**src/rtl/mem_access_seq.sv**
```systemverilog
// Load/store sequencer for a fixed-latency data memory.
// Sub-doubleword stores do a read-modify-write of the addressed doubleword.
module mem_access_seq #(
   parameter int unsigned MEM_LAT = 2
) (
   input  logic        clk,
   input  logic        reset,
   input  logic        start,
   input  logic        is_store,
   input  logic [3:0]  qualTipo,
   input  logic        sign_ext,
   input  logic [63:0] addr,
   input  logic [63:0] store_data,
   input  logic [63:0] mem_rdata,
   output logic [63:0] mem_addr,
   output logic        mem_wr,
   output logic [63:0] mem_wdata,
   output logic [63:0] load_data,
   output logic        busy,
   output logic        done
);

   localparam logic [3:0] LAT = 4'(MEM_LAT);

   typedef enum logic [1:0] {
      IDLE,
      READ_WAIT,
      WRITE,
      DONE
   } state_t;

   state_t      state;
   state_t      state_nx;
   logic [3:0]  cnt;
   logic [3:0]  cnt_nx;
   logic [63:0] addr_q;
   logic [63:0] b_q;
   logic        st_q;
   logic        sx_q;
   logic [3:0]  q_q;
   logic [63:0] wdata_q;
   logic [63:0] load_q;
   logic [63:0] merged;
   logic [63:0] extracted;
   logic        accept;
   logic        leave;

   assign accept = (state == IDLE) && start;
   assign leave  = (state == READ_WAIT) && (cnt == 4'd1);

   always_comb begin
      state_nx = state;
      cnt_nx   = cnt;
      unique case (state)
         IDLE: begin
            if (start) begin
               state_nx = READ_WAIT;
               cnt_nx   = LAT;
            end
         end
         READ_WAIT: begin
            cnt_nx = cnt - 4'd1;
            if (cnt == 4'd1) begin
               state_nx = st_q ? WRITE : DONE;
            end
         end
         WRITE:   state_nx = DONE;
         DONE:    state_nx = IDLE;
         default: state_nx = IDLE;
      endcase
   end

   always_comb begin
      merged = b_q;
      unique case (q_q)
         4'd0:    merged = {mem_rdata[63:32], b_q[31:0]};
         4'd1:    merged = {mem_rdata[63:16], b_q[15:0]};
         4'd2:    merged = {mem_rdata[63:8], b_q[7:0]};
         default: merged = b_q;
      endcase
   end

   always_comb begin
      extracted = mem_rdata;
      unique case (q_q)
         4'd0: extracted = {{32{sx_q & mem_rdata[31]}},
                            mem_rdata[31:0]};
         4'd1: extracted = {{48{sx_q & mem_rdata[15]}},
                            mem_rdata[15:0]};
         4'd2: extracted = {{56{sx_q & mem_rdata[7]}},
                            mem_rdata[7:0]};
         default: extracted = mem_rdata;
      endcase
   end

   always_ff @(posedge clk or negedge reset) begin
      if (!reset) begin
         state   <= IDLE;
         cnt     <= 4'd0;
         addr_q  <= 64'd0;
         b_q     <= 64'd0;
         st_q    <= 1'b0;
         sx_q    <= 1'b0;
         q_q     <= 4'd0;
         wdata_q <= 64'd0;
         load_q  <= 64'd0;
      end else begin
         state <= state_nx;
         cnt   <= cnt_nx;
         if (accept) begin
            addr_q <= addr;
            b_q    <= store_data;
            st_q   <= is_store;
            sx_q   <= sign_ext;
            q_q    <= qualTipo;
         end
         // read data is only valid on the edge that ends the wait
         if (leave && st_q) begin
            wdata_q <= merged;
         end
         if (leave && !st_q) begin
            load_q <= extracted;
         end
      end
   end

   assign mem_addr  = addr_q;
   assign mem_wdata = wdata_q;
   assign load_data = load_q;
   assign mem_wr    = (state == WRITE);
   assign busy      = (state != IDLE);
   assign done      = (state == DONE);

endmodule

```
**config.mk**
```make
export PLATFORM = sky130hd
export DESIGN_NAME = mem_access_seq
export DESIGN_NICKNAME = d
export VERILOG_FILES = /design/src/rtl/mem_access_seq.sv
export SDC_FILE = /design/constraint.sdc
export NUM_CORES = 1
export LEC_CHECK = 0
export CAP_MARGIN = 25
export CORE_AREA = 2 2 152 154
export CTS_BUF_LIST = sky130_fd_sc_hd__clkbuf_8
export CTS_CLUSTER_DIAMETER = 150
export DETAILED_ROUTE_END_ITERATION = 16
export DIE_AREA = 0 0 154 156
export PLACE_DENSITY = 0.89
export SKIP_CTS_REPAIR_TIMING = 1
export SLEW_MARGIN = 20
export SYNTH_ARGS = -nofsm -noshare
export SYNTH_HDL_FRONTEND = slang
export SYNTH_SLANG_ARGS = --single-unit
```
**constraint.sdc**
```tcl
create_clock -name clk -period 3.6 [get_ports clk]
set_input_delay 1.08 -clock clk [delete_from_list [all_inputs] [get_ports clk]]
set_output_delay 1.08 -clock clk [all_outputs]
set_load 0.005 [all_outputs]
```
==> flow_summary.toml <==
[hold_path]
hold_path_end = "mem_addr[54]"
worstHoldStart = "mem_addr[54]"
hold_depth = 1
min-delay-path-class = "reg -> reg"

[critical_path]
cp_top_family = "buffers and inverters"
critPathMaxFanout = 6
critPathBufInv = 3
critical_path_class = "reg -> out"
rr_worst_depth = 7
cp-start-kind = "flip-flop"
max_stage_delay_ns = 0.53
r2r-end = "mem_wdata[47]"
cp.arrival_ns = 2.04
regToRegSetupSlack_ns = 1.10
cp_common_cell = "inv_1"
endpoint_kind = "primary output"
r2r_start = "cnt[1]"
slowest_stage = "clkdlybuf4s50_1"
cp_data_required_time_ns = 2.52
path_cells = "inv_1 > ha_1 > inv_1 > clkdlybuf4s50_1"

[clock_tree]
cts_inserted_buffers = 46
cts_root_buffer = "clkbuf_8"
htree_num_levels = 2
cts_tree = "built"
clock_path_buffers = 3
clk_pin_slew_ns = 0.05
cts.sinks = 268
clkLatencyLatePin_ns = 0.55

[route]
ant_nets = 0
drt_iter0_markers = 541
dr.pass1.iters = 7
wl_um = 32200
route.vias.total = 8615
viasPerCell = 5.30
drc = 0
wl_per_cell_um = 19.8

[grt]
grt_max_degree = 81
grt_pass1_vias = 9161
grt_antenna_before_repair = 2
grt.total_usage_pct = 26.5
grt_pass1_wl_um = 49600
grt_overflow = 0

[pwr]
total_power_mw = 13.8
peakVddDrop_uv = 578
power.density_nw_per_um2 = 849
p_leak_nw = 6.93

[logic_synthesis]
synth_area_sq_um = 11000
syn_nets = 1113
synth-seq-cells = 268
synth.yosys.warnings = 0
synth_top_family_by_area = "multiplexers"
synth.distinct_cells = 37
synth-compound-area-share_pct = 9.30
synth_top_area_share_pct = 60.9
synth.avg_cell_area_sq_um = 12.2
synth.area.mux_share_pct = 16.8
synth_simple_gate_area_share_pct = 9.48
yosysSeqAreaShare_pct = 60.9
synthCells = 906
synth_largest_area_cell = "dfrtp_1"
synth-xor-area-share_pct = 0.0796
synth_area_leaders = "dfrtp_1 61%, mux2_2 15%, nand2_1 4.2%"
synth_fa_ha_area_share_pct = 0.682

[place]
portBuffers = 395
place_congestion = 0.830
hpwl_um = 22400

[die]
rows = 55
die_h_um = 156
core_area_sq_um = 22400
die-area_sq_um = 24000
die_x_um = 154
start_util_pct = 49.2
design.portCount = 396

[finish]
layout-drive-gt1-share_pct = 22.2
area_growth_pct = 47.8
postLayoutCoreUtil_pct = 72.8
num-fill-cells = 1484
nets = 1516

[sta]
fin_crit_sh_pct = 86.6
rsz0062_at_grt = "no"
fmax_ghz = 0.321
finalHoldViolations = 0
period_minus_slack_ns = 3.12
setup_tns_ns = 0
worst_pin_slew_ns = 0.936
maxSlewViolCount = 0
maxSlewHeadroom_pct = 37.6
fin_skew_ns = 0.0174
finalSetupViolations = 0

[outcome]
status = "finished clean"

[run]
maxCapViolations = 0
[metrics by stage]
| step | hold WS, ns | cells | instance area [sq um] | setup WS (ns) |
|---|---|---|---|---|
| 3_5_place_dp | 0.491 | 1546 | 15300 | 0.738 |
| 3_3_place_gp | 0.481 | 1546 | 15300 | 0.772 |
| 2_1_floorplan | 0.474 | 906 | 11000 | 1.22 |
| 5_1_grt | 0.514 | 1625 | 16300 | 0.339 |
| 6_report | 0.501 | 1626 | 16300 | 0.482 |
| 4_1_cts | 0.504 | 1624 | 16300 | 0.452 |
[per-layer routing]
layer,track usage (%),vias to the layer above,part of all wire (%)
li1,-,3913,-
met3,8.31,79,8.4
met1,29.9,4236,37
met4,10.2,0,3.5
met2,46.9,387,51
met5,0,-,0
[cell families after synthesis]
logic type,Yosys count
AOI/OAI and AO/OA,144
xor gates and xnor gates,1
adders and majority gates,6
buffers and inverters,64
DFF,268
muxes,166
and+or+nand+nor,257
[cells in the final DEF, fill, tap and decap left out, types with 3 or more instances in the layout]
cell,instances
buf_12,8
mux2i_1,16
inv_1,18
o21ai_0,4
nand2_1,123
ha_1,6
nand3_1,3
a31oi_1,49
clkbuf_8,63
a21oi_1,34
buf_4,10
nor2_1,115
clkdlybuf4s50_1,394
a21oi_2,48
dfrtp_1,268
mux2_2,150
[where the power goes]
group | leakage [nW] | total, mW | switching (mW) | internal [mW]
clock network | 0.539 | 2.81 | 1.20 | 1.61
logic | 3.35 | 5.72 | 2.36 | 3.35
registers | 3.04 | 5.29 | 0.852 | 4.44
[cell usage after synthesis (all sizes together)]
master	count
a21oi	84
or4b	2
nand3	3
nor2	116
a31oi	49
xnor2	1
mux2	150
buf	24
a211o	1
nor4b	1
inv	6
mux2i	16
or2	1
a211oi	2
or3	1
or3b	1
clkbuf	34
nand2	124
nand2b	1
o22ai	1
ha	6
o21ai	4
nand4	2
dfrtp	268
o311ai	2
nor2b	1
nor3	2
o2111a	1
nor3b	2
[worst max path at each step]
stage / from / end / slack, ns / cells after the start
2_1_floorplan: start / b_q[34] / 1.22 / 4
3_3_place_gp: start / mem_addr[40] / 0.77 / 4
3_5_place_dp: start / b_q[39] / 0.74 / 4
4_1_cts: state[0] / busy / 0.45 / 4
5_1_grt: state[0] / busy / 0.34 / 4
6_report: state[0] / busy / 0.48 / 4
[sequential cells by signal (all words and copies together) (netlist names)]
name       cells
sx_q           1
mem_wdata     64
b_q           64
state          2
q_q            4
st_q           1
mem_addr      64
cnt            4
load_data     64
[cell type report]
cell class                      instances  area [sq um]  area share, %
Antenna cell                            2          5.00         0.0308
Tap cell                              285           357           2.19
Clock inverter                         15          85.1          0.523
Sequential cell                       268          6710           41.2
Multi-Input combinational cell        574          4040           24.8
Timing Repair Buffer                  413          4190           25.8
Inverter                                6          22.5          0.138
Clock buffer                           63           867           5.33
No activity file was read; power rests on OpenSTA's default activity.
